===== config.mk =====
export PLATFORM = sky130hd
export DESIGN_NAME = alu_mw_seq
export DESIGN_NICKNAME = d
export VERILOG_FILES = /design/src/rtl/alu_mw_seq.sv
export SDC_FILE = /design/constraint.sdc
export NUM_CORES = 1
export LEC_CHECK = 0
export CAP_MARGIN = 30
export CORE_ASPECT_RATIO = 0.5
export CORE_UTILIZATION = 44
export CTS_CLUSTER_SIZE = 30
export DETAILED_ROUTE_END_ITERATION = 10
export PLACE_DENSITY = 0.77
export SLEW_MARGIN = 20
export SYNTH_ARGS = -nofsm -noshare
export SYNTH_HDL_FRONTEND = slang
export SYNTH_SLANG_ARGS = --single-unit

===== constraint.sdc =====
create_clock -name Clk -period 2 [get_ports Clk]
set_input_delay 0.4 -clock Clk [delete_from_list [all_inputs] [get_ports Clk]]
set_output_delay 0.4 -clock Clk [all_outputs]
set_load 0.1 [all_outputs]

===== src/rtl/alu_mw_seq.sv =====
// Multi-word arithmetic sequencer. It drives a shared single-word ALU one word per
// cycle, least-significant word first, and chains the carry and aggregates the flags.
`ifndef ADD
`define ADD 4'h0
`endif

module alu_mw_seq #(
  parameter int DataWidth = 16,
  parameter int FlagBits  = 4,
  parameter int Words     = 4
) (
  input  logic                           Clk,
  input  logic                           nRst,
  input  logic                           Start,
  input  logic [1:0]                     ReqOp,
  input  logic                           CarryIn,
  input  logic [Words*DataWidth-1:0]     OpA,
  input  logic [Words*DataWidth-1:0]     OpB,
  output logic                           Ready,
  output logic                           Busy,
  output logic                           Done,
  output logic [Words*DataWidth-1:0]     Result,
  output logic [FlagBits-1:0]            Flags,
  output logic [DataWidth-1:0]           ALU_A,
  output logic [DataWidth-1:0]           ALU_B,
  output logic [FlagBits-1:0]            ALU_IFlags,
  output logic [3:0]                     ALU_FuncOp,
  input  logic [DataWidth-1:0]           ALU_Y,
  input  logic [FlagBits-1:0]            ALU_OFlags
);

  localparam int IdxW  = $clog2(Words);
  localparam int FlagZ = 0;
  localparam int FlagC = 1;
  localparam int FlagN = 2;
  localparam int FlagV = 3;
  localparam logic [IdxW-1:0] LastIdx = IdxW'(Words - 1);

  typedef enum logic [1:0] {IDLE, RUN, DONE} state_t;
  typedef enum logic [1:0] {OP_ADD, OP_ADC, OP_SUB, OP_CMP} op_t;

  state_t                       state_q;
  op_t                          op_q;
  logic [IdxW-1:0]              idx_q;
  logic [Words*DataWidth-1:0]   a_q;
  logic [Words*DataWidth-1:0]   b_q;
  logic [Words*DataWidth-1:0]   result_q;
  logic [FlagBits-1:0]          flags_q;
  logic [FlagBits-1:0]          flags_d;
  logic                         carry_q;
  logic                         zero_q;
  logic                         carry_start;
  logic [DataWidth-1:0]         a_word;
  logic [DataWidth-1:0]         b_word;

  assign a_word = a_q[idx_q*DataWidth +: DataWidth];
  assign b_word = b_q[idx_q*DataWidth +: DataWidth];

  // Subtraction runs as A + ~B + 1 through the ALU's ADD, since its SUB ignores carry-in.
  always_comb begin
    // NOTE: every signal gets a default first so no path leaves it unassigned (no latch).
    ALU_A      = '0;
    ALU_B      = '0;
    ALU_IFlags = '0;
    if (state_q == RUN) begin
      ALU_A             = a_word;
      ALU_B             = (op_q == OP_SUB || op_q == OP_CMP) ? ~b_word : b_word;
      ALU_IFlags[FlagC] = carry_q;
    end
  end

  always_comb begin
    flags_d        = '0;
    flags_d[FlagZ] = zero_q & ALU_OFlags[FlagZ];
    flags_d[FlagC] = ALU_OFlags[FlagC];
    flags_d[FlagN] = ALU_OFlags[FlagN];
    flags_d[FlagV] = ALU_OFlags[FlagV];
  end

  always_comb begin
    carry_start = 1'b0;
    case (op_t'(ReqOp))
      OP_ADC:         carry_start = CarryIn;
      OP_SUB, OP_CMP: carry_start = 1'b1;
      default:        carry_start = 1'b0;
    endcase
  end

  // NOTE: sequential state uses non-blocking assignments so all registers update together.
  always_ff @(posedge Clk or negedge nRst) begin
    if (!nRst) begin
      state_q  <= IDLE;
      op_q     <= OP_ADD;
      idx_q    <= '0;
      a_q      <= '0;
      b_q      <= '0;
      result_q <= '0;
      flags_q  <= '0;
      carry_q  <= 1'b0;
      zero_q   <= 1'b0;
    end else begin
      case (state_q)
        IDLE, DONE: begin
          if (Start) begin
            a_q     <= OpA;
            b_q     <= OpB;
            op_q    <= op_t'(ReqOp);
            idx_q   <= '0;
            carry_q <= carry_start;
            zero_q  <= 1'b1;
            state_q <= RUN;
          end else begin
            state_q <= IDLE;
          end
        end
        RUN: begin
          if (op_q != OP_CMP) begin
            result_q[idx_q*DataWidth +: DataWidth] <= ALU_Y;
          end
          carry_q <= ALU_OFlags[FlagC];
          zero_q  <= zero_q & ALU_OFlags[FlagZ];
          idx_q   <= idx_q + 1'b1;
          if (idx_q == LastIdx) begin
            flags_q <= flags_d;
            state_q <= DONE;
          end
        end
        default: state_q <= IDLE;
      endcase
    end
  end

  assign Ready      = (state_q == IDLE) || (state_q == DONE);
  assign Busy       = (state_q == RUN);
  assign Done       = (state_q == DONE);
  assign Result     = result_q;
  assign Flags      = flags_q;
  assign ALU_FuncOp = `ADD;

endmodule


== Yosys cells after proc, flatten, opt, wreduce, memory -nomap -nowiden ==
Cells that the tools add are included.

* Word-level logic and storage cells: 53
* Bits in registers: 204
* Input bits: 154
* Output and inout port bits: 111

* Muxes and demuxes: 15
* Bitwise operators: 2
* Shifts and indexed selects: 4
* Add/sub/neg operators: 2
* Reduce and logical (&&, ||, !) cells: 10
* Equality and inequality tests: 11

{| class="wikitable"
|+ Operators by type and width
! cell !! number
|-
| $shiftx 64x7->16 || 2
|-
| $bwmux 64 || 1
|-
| $shift 16x34->64 const A || 1
|-
| $shiftx 16x34->64 || 1
|-
| $mux 16 || 3
|-
| $neg 6->34 || 1
|-
| $not 16->16 || 1
|-
| $eq 2x2->1 const B || 6
|-
| $pmux 2 s2 || 2
|-
| $reduce_and 2->1 || 4
|-
| $pmux 1 s2 || 3
|-
| $eq 2x1->1 const B || 2
|-
| $mux 1 || 4
|-
| $mux 2 || 2
|-
| $ne 2x2->1 const B || 2
|-
| $reduce_or 2->1 || 2
|-
| $add 2x1->2 const B || 1
|-
| $logic_not 2->1 || 1
|-
| $logic_or 1x1->1 || 2
|-
| $ne 2x1->1 const B || 1
|-
| $reduce_bool 2->1 || 1
|-
| $and 1x1->1 || 1
|}

== Depth between registers and ports, before layout ==
Gate-level depths: netlist (run 1).

* Depth in word-level cells: 5
* Mapped depth: 9
* Depth with buffers taken out: 5

== Worst setup path before layout (run 1) ==
Ideal clock, no wire load.

* Kind: register to output
* Start: register idx_q[0]
* End: output port ALU_B[10]
* Data arrival time: 2615 ps
* Cell stages (with the launch flop): 6
* Setup slack: -1015 ps
* Data required time: 1600 ps
* Path buffers: 2
* Cells stage by stage: dfrtp_1 -> buf_6 -> buf_12 -> mux4_2 -> xnor2_1 -> nor2_1

* Cells in the longest elaborated chain, start to end: 4

{| class="wikitable"
|+ Ends and longest elaborated chain
! item !! RTL line !! text
|-
| start: declaration || 44 || <nowiki>logic [IdxW-1:0] idx_q;</nowiki>
|-
| start signal: assignment || 122 || <nowiki>idx_q <= idx_q + 1'b1;</nowiki>
|-
| $shiftx 64x7->16 * || 57 || <nowiki>assign b_word = b_q[idx_q*DataWidth +: DataWidth];</nowiki>
|-
| $not 16->16 || 67 || <nowiki>ALU_B = (op_q == OP_SUB || op_q == OP_CMP) ? ~b_word : b_word;</nowiki>
|-
| $mux 16 * || 67 ||
|-
| $mux 16 * || 65 || <nowiki>if (state_q == RUN) begin</nowiki>
|-
| end: declaration || 25 || <nowiki>output logic [DataWidth-1:0] ALU_B,</nowiki>
|}

Every way passes the cells marked *; elsewhere a longest branch is shown, timed or not.

== Worst setup path after layout (run 1) ==
* Start: register idx_q[0]
* End: output port ALU_B[12]

Same word-level chain as after synthesis.

==> results.toml, run 1 <==
[run_status]
run_status = "finished with violations"
violations = "setup timing"

[critical_path]
timing.critical_path.arrival_ns = 2.15
timing.critical_path.to_type = "output pin"
cp.required_ns = 1.60
timing_worst_setup_path_type = "flip-flop to output pin"
crit_fanout = 11
worst-r2r-setup-slack_ns = 0.01
timing.critical_path.from_type = "flip-flop"

[yosys]
count_of_yosys_warnings_during_synthesis = 0
synth_common_cells = "sky130_fd_sc_hd__nand2_1, sky130_fd_sc_hd__dfrtp_1, sky130_fd_sc_hd__inv_1, sky130_fd_sc_hd__mux2i_1, sky130_fd_sc_hd__mux4_2"
ys_seq_area_share_pct = 54.0
syn-cell-area_sq_um = 9450
synth.top_cell.area_share_pct = 54.0
synth.most_common_cell = "sky130_fd_sc_hd__nand2_1"
postSynth.asyncResetShare_pct = 100
dominantRegCellSynth = "sky130_fd_sc_hd__dfrtp_1"
synth_area_per_cell_sq_um = 9.71
ys_ff_latch = 204
cells_after_synth = 973
synth-edff-count = 0
synth_cell_type_count = 31
yosys.area.top_type = "sky130_fd_sc_hd__dfrtp_1"
post_synth_main_area_contributors = "sky130_fd_sc_hd__dfrtp_1, sky130_fd_sc_hd__nand2_1, sky130_fd_sc_hd__mux4_2"

[clock_network]
cts.sinks = 204
htree_levels = 1
cts_max_path_buffers = 3
clock_insertion_delay_worst_skew_ns = 0.50
cts_tree = "done"
cts.clk_slew.worst_paths_ns = 0.07
cts_made_buffers = 20
clockRootBuffer = "sky130_fd_sc_hd__clkbuf_16"

[detailed_routing]
drc_errors = 0
routed_wirelength_um = 26500
antenna_violation_net_count_after_detailed_routing = 0
drt_pass1_iterations = 7
routed-via-count = 7602
vias_per_cell = 4.99
routedWlPerCell_um = 17.4
dr.first_iter.drc_count = 397

[floorplan]
floorplan.io_pins = 265
die_x_um = 209
core.rowCount = 37
placeableCoreArea_sq_um = 20800
initial_utilization_pct = 45.5
chipHeight_um = 106
die_area_sq_um = 22100

[finish]
stdcell_count = 1523
drive_above_1_share_pct = 22.5
syn_to_final_growth_pct = 46.6
nets = 1395

[sta]
maxClockFrequency_mhz = 392
min_period_ns = 2.55
timing.final.max_slew_violations = 0
worstMarginPinSlew_ns = 0.564
report.final.setup_viol = 34
finalCritPeriodShare_pct = 128
hold_violations_final = 0
rsz0062_at_grt = "yes"
timing.max_slew.rel_slack_pct = 62.4
worst_clock_skew_ns = 0.0103
crit_path_setup_slack_layout_ns = -0.554

[placement]
buffer_ports.inserted = 257
dpl_cells = 1477
gp_congestion = 0.801
place.detailed.hpwl_um = 17800

[global_routing]
grt_start_max_net_pins = 71
grt.total_usage_pct = 23.9
antenna_found_initial = 1
grt.overflow.total = 0
grt_first_pass_wirelength_um = 41500
vias_in_the_first_global_route = 8064

[hold_path]
worstHoldPathType = "primary input to flip-flop"

[run]
drv.max_cap_violation_count = 0
critical path: stages, from the launching register on:
cell and delay [ns]:
sky130_fd_sc_hd__dfrtp_2 0.44, sky130_fd_sc_hd__buf_12 0.18, sky130_fd_sc_hd__mux4_2 0.55, sky130_fd_sc_hd__xnor2_2 0.18, sky130_fd_sc_hd__nor2_4 0.13, sky130_fd_sc_hd__buf_12 0.18
sequential cells by signal (all words and copies together) (netlist names):
register and flops:
b_q 64, op_q 2, a_q 64, state_q 2, Result 64, idx_q 2
Flags 4, zero_q 1, carry_q 1
cells by family after synthesis:
logic type	Yosys count	synth area share [%]
AO/OA/AOI/OAI	9	0.530
XOR/XNOR	16	1.48
adder cells (fa/ha/maj)	5	0.662
buffers and inverters	133	6.94
flip-flops	204	54.0
multiplexers	99	14.9
other	1	0.0397
AND/OR/NAND/NOR	506	21.4
worst paths after layout:
kind	start	end	depth (start not counted)
min in group asynchronous	nRst	a_q[11]	2
setup / recovery	idx_q[0]	ALU_B[12]	5
hold reg to reg	a_q[34]	a_q[34]	2
setup reg to reg	idx_q[1]	Result[27]	7
max in group asynchronous	nRst	b_q[4]	3
hold / removal	OpA[34]	a_q[34]	3
stage by stage:
| stage | setup slack, ns | hold WS, ns | area, sq um | setup TNS (ns) | utilization [%] |
|---|---|---|---|---|---|
| 6_report | -0.554 | 0.426 | 13900 | -16.42 | 66.7 |
| 5_1_grt | -0.614 | 0.418 | 13900 | -19.98 | 66.7 |
| 4_1_cts | -0.566 | 0.419 | 13800 | -16.83 | 66.2 |
| 3_5_place_dp | -0.0768 | 0.398 | 12900 | -0.608 | 61.9 |
| 3_3_place_gp | -0.0690 | 0.394 | 12900 | -0.501 | 61.9 |
| 2_1_floorplan | -0.274 | 0.104 | 9650 | -3.85 | - |
layout by cell type, fill, tap and decap left out, drive strengths merged, types with 3 or more instances in the layout:
master,instances
and2,17
and3,3
buf,144
clkbuf,28
clkdlybuf4s50,152
clkinv,6
clkinvlp,3
conb,7
dfrtp,204
ha,5
inv,67
mux2,3
mux2i,64
mux4,32
nand2,459
nor2,16
o21ai,7
xnor2,16
what timing repair did:
| action | 4_1_cts | 5_1_grt |
|---|---|---|
| setup endpoints to repair | 34 | 51 |
| hold endpoints to repair | 45 | 0 |
| resized for setup | 29 | 15 |
| gates cloned | 2 | 2 |
| buffers inserted | 5 | 0 |
| pin swaps | 1 | 2 |
| hold buffers | 1 | 0 |
metal layers:
metal	share of wire (%)	wire [um]	global-route usage, %	up-vias
met5	0	0	0	-
met2	51	13600	41.3	234
met1	40	10600	30.3	3769
li1	-	-	-	3536
met3	5.2	1380	4.14	63
met4	3.4	903	9.03	0
final cells by class:
| class | count | area (sq um) |
|---|---|---|
| Sequential cell | 204 | 5110 |
| Multi-Input combinational cell | 642 | 4030 |
| Tap cell | 273 | 342 |
| Clock inverter | 9 | 101 |
| Inverter | 69 | 267 |
| Antenna cell | 1 | 2.50 |
| Timing Repair Buffer | 299 | 3430 |
| Clock buffer | 26 | 584 |
| Fill cell | 1560 | 6930 |
Power of run 1 is not shown: default switching activity piles up to over one toggle a cycle in this logic, so the estimate is an artifact.
==> run 2: changes to the inputs <==
CAP_MARGIN = 20   (was 30)
==> results of run 2 <==
Final layout, timing and power as in run 1 (identical DEF).
Power of run 2 is left out for the same reason.
==> run 3: changes to the inputs <==
CELL_PAD_IN_SITES_DETAIL_PLACEMENT = 0   (was not set)
CELL_PAD_IN_SITES_GLOBAL_PLACEMENT = 1   (was not set)
CORE_UTILIZATION = 33   (was 44)
==> run 3 against run 2 <==
  * Final cell count grew 7.8%
  * Critical endpoint is now ALU_B[4]
  * Design area grew 1.5%
  * Worst hold slack lost 0.0076 ns
  * Count of clock-buffer cells in the layout grew 2
  * Routed wire length grew 1.7%
  * Via count shrank 2.8%
  * Sequential share of layout area shrank 0.56 points
  * The flow still finishes with violations (setup timing)
  * Clock skew grew 0.0030 ns
  * First-iteration DRC count shrank 17%
  * Critical path depth grew 1
  * Largest cell class unchanged
  * Die area grew 33%
==> results.toml, run 3 (same netlist as run 1, synthesis figures left out) <==
[clock_network]
clockRootBuffer = "sky130_fd_sc_hd__clkbuf_16"
clock_insertion_delay_worst_skew_ns = 0.51
cts_made_buffers = 21
cts.clk_slew.worst_paths_ns = 0.06
cts_tree = "done"
cts.sinks = 204
cts_max_path_buffers = 3
htree_levels = 1

[critical_path]
timing.critical_path.to_type = "output pin"
crit_fanout = 8
timing.critical_path.from_type = "flip-flop"
timing_worst_setup_path_type = "flip-flop to output pin"
crit_buf_inv = 3
most_numerous_cell_on_the_critical_path = "sky130_fd_sc_hd__buf_12"
stage_delay_of_the_slowest_cell_on_the_critical_path_ns = 0.53
worst_path_max_delay_cell = "sky130_fd_sc_hd__mux4_2"
crit_path_cell_trace = "buf_12 -> buf_12 -> mux4_2 -> xnor2_2 -> nor2_4 -> buf_12"
path_delay_family = "multiplexers"
timing.critical_path.arrival_ns = 2.17
cp.required_ns = 1.60

[sta]
finalCritPeriodShare_pct = 128
worst_clock_skew_ns = 0.0133
rsz0062_at_grt = "yes"
timing.max_slew.rel_slack_pct = 63.4
report.final.setup_viol = 32
worstMarginPinSlew_ns = 0.549
timing.final.max_slew_violations = 0
hold_violations_final = 0
min_period_ns = 2.57
maxClockFrequency_mhz = 390
crit_path_setup_slack_layout_ns = -0.567

[global_routing]
grt.overflow.total = 0
grt_first_pass_wirelength_um = 42100
antenna_found_initial = 0
grt_start_max_net_pins = 61
vias_in_the_first_global_route = 7725
grt.total_usage_pct = 18.4

[finish]
mostFrequentLayoutCell = "sky130_fd_sc_hd__nand2_1"
syn_to_final_growth_pct = 48.9
drive_above_1_share_pct = 22.0
nets = 1408
register_area_sq_um = 5110
final_cell_utilization_of_the_core_pct = 50.4
area_taken_by_multi_input_logic_gates_sq_um = 3950
diodes = 0
stdcell_count = 1642
leading_cell_types_in_the_layout_fill_and_taps_excluded = "sky130_fd_sc_hd__nand2_1, sky130_fd_sc_hd__dfrtp_1, sky130_fd_sc_hd__clkdlybuf4s50_1, sky130_fd_sc_hd__buf_4, sky130_fd_sc_hd__inv_1"
final.fill_count = 2538

[floorplan]
chipHeight_um = 122
initial_utilization_pct = 33.8
core.rowCount = 43
die_area_sq_um = 29400
die_x_um = 241
placeableCoreArea_sq_um = 27900
floorplan.io_pins = 265

[run]
drv.max_cap_violation_count = 0

[detailed_routing]
routed-via-count = 7391
drt_pass1_iterations = 4
routedWlPerCell_um = 16.4
antenna_violation_net_count_after_detailed_routing = 0
vias_per_cell = 4.50
dr.first_iter.drc_count = 330
drc_errors = 0
routed_wirelength_um = 26900

[placement]
gp_congestion = 0.815
buffer_ports.inserted = 257
place.detailed.hpwl_um = 18900
dpl_cells = 1590

[run_status]
run_status = "finished with violations"
violations = "setup timing"

[hold_path]
worstHoldPathType = "primary input to flip-flop"
[run 3: cell count changes in the layout (fill, tap and decap cells not counted), sizes merged]
cell	delta
inv	+2
buf	+10
bufbuf	+1
clkinv	-2
diode	-1
clkbuf	+3
clkinvlp	-3
[run 3: path summary, 6_finish.rpt]
| path | start | end | slack (ns) | depth (start not counted) |
|---|---|---|---|---|
| worst max-delay path | idx_q[0] | ALU_B[4] | -0.57 | 6 |
| worst min-delay path | OpB[39] | b_q[39] | 0.42 | 3 |
| worst max register to register | idx_q[1] | Result[57] | 0.06 | 8 |
| min in group asynchronous | nRst | a_q[62] | 0.45 | 2 |
| max in group asynchronous | nRst | Result[28] | 0.86 | 3 |
| worst min register to register | a_q[46] | a_q[46] | 0.47 | 2 |
[run 3: tightest hold or removal path, stage by stage]
cell,delay (ns)
sky130_fd_sc_hd__clkdlybuf4s50_1,0.40
sky130_fd_sc_hd__nand2_1,0.05
sky130_fd_sc_hd__nand2_1,0.04
[run 3: through the flow]
stage	hold WS, ns	setup TNS (ns)	area, sq um	setup WS, ns
global placement	0.436	-3.57	13100	-0.198
detailed placement	0.433	-4.32	13100	-0.214
global route	0.411	-18.35	14100	-0.638
floorplan	0.104	-3.85	9650	-0.274
finish	0.418	-16.16	14100	-0.567
CTS	0.398	-16.86	13900	-0.577
[run 3: metal layers]
metal	vias to the layer above	wire [um]	track usage, %
met1	3676	11700	23.7
met4	0	475	3.64
met5	-	0	0
li1	3563	-	-
met3	35	998	3.58
met2	117	13700	32.4
[run 3: area by class of cell]
type	count	share of cell area, %
clock buffer	28	4.14
clock inverter	6	0.569
inverter	69	1.91
multi-input combinational	642	28.1
sequential	204	36.3
tap	382	3.40
timing repair buffer	311	25.6
[run 3: timing repair]
item	4_1_cts	5_1_grt
buffers inserted	6	8
cloned	2	2
gates resized for setup	15	18
pin swaps	5	19
hold buffers	1	0
endpoints found under the setup margin	44	63
hold endpoints to repair	52	0
Power of run 3 is left out for the same reason.
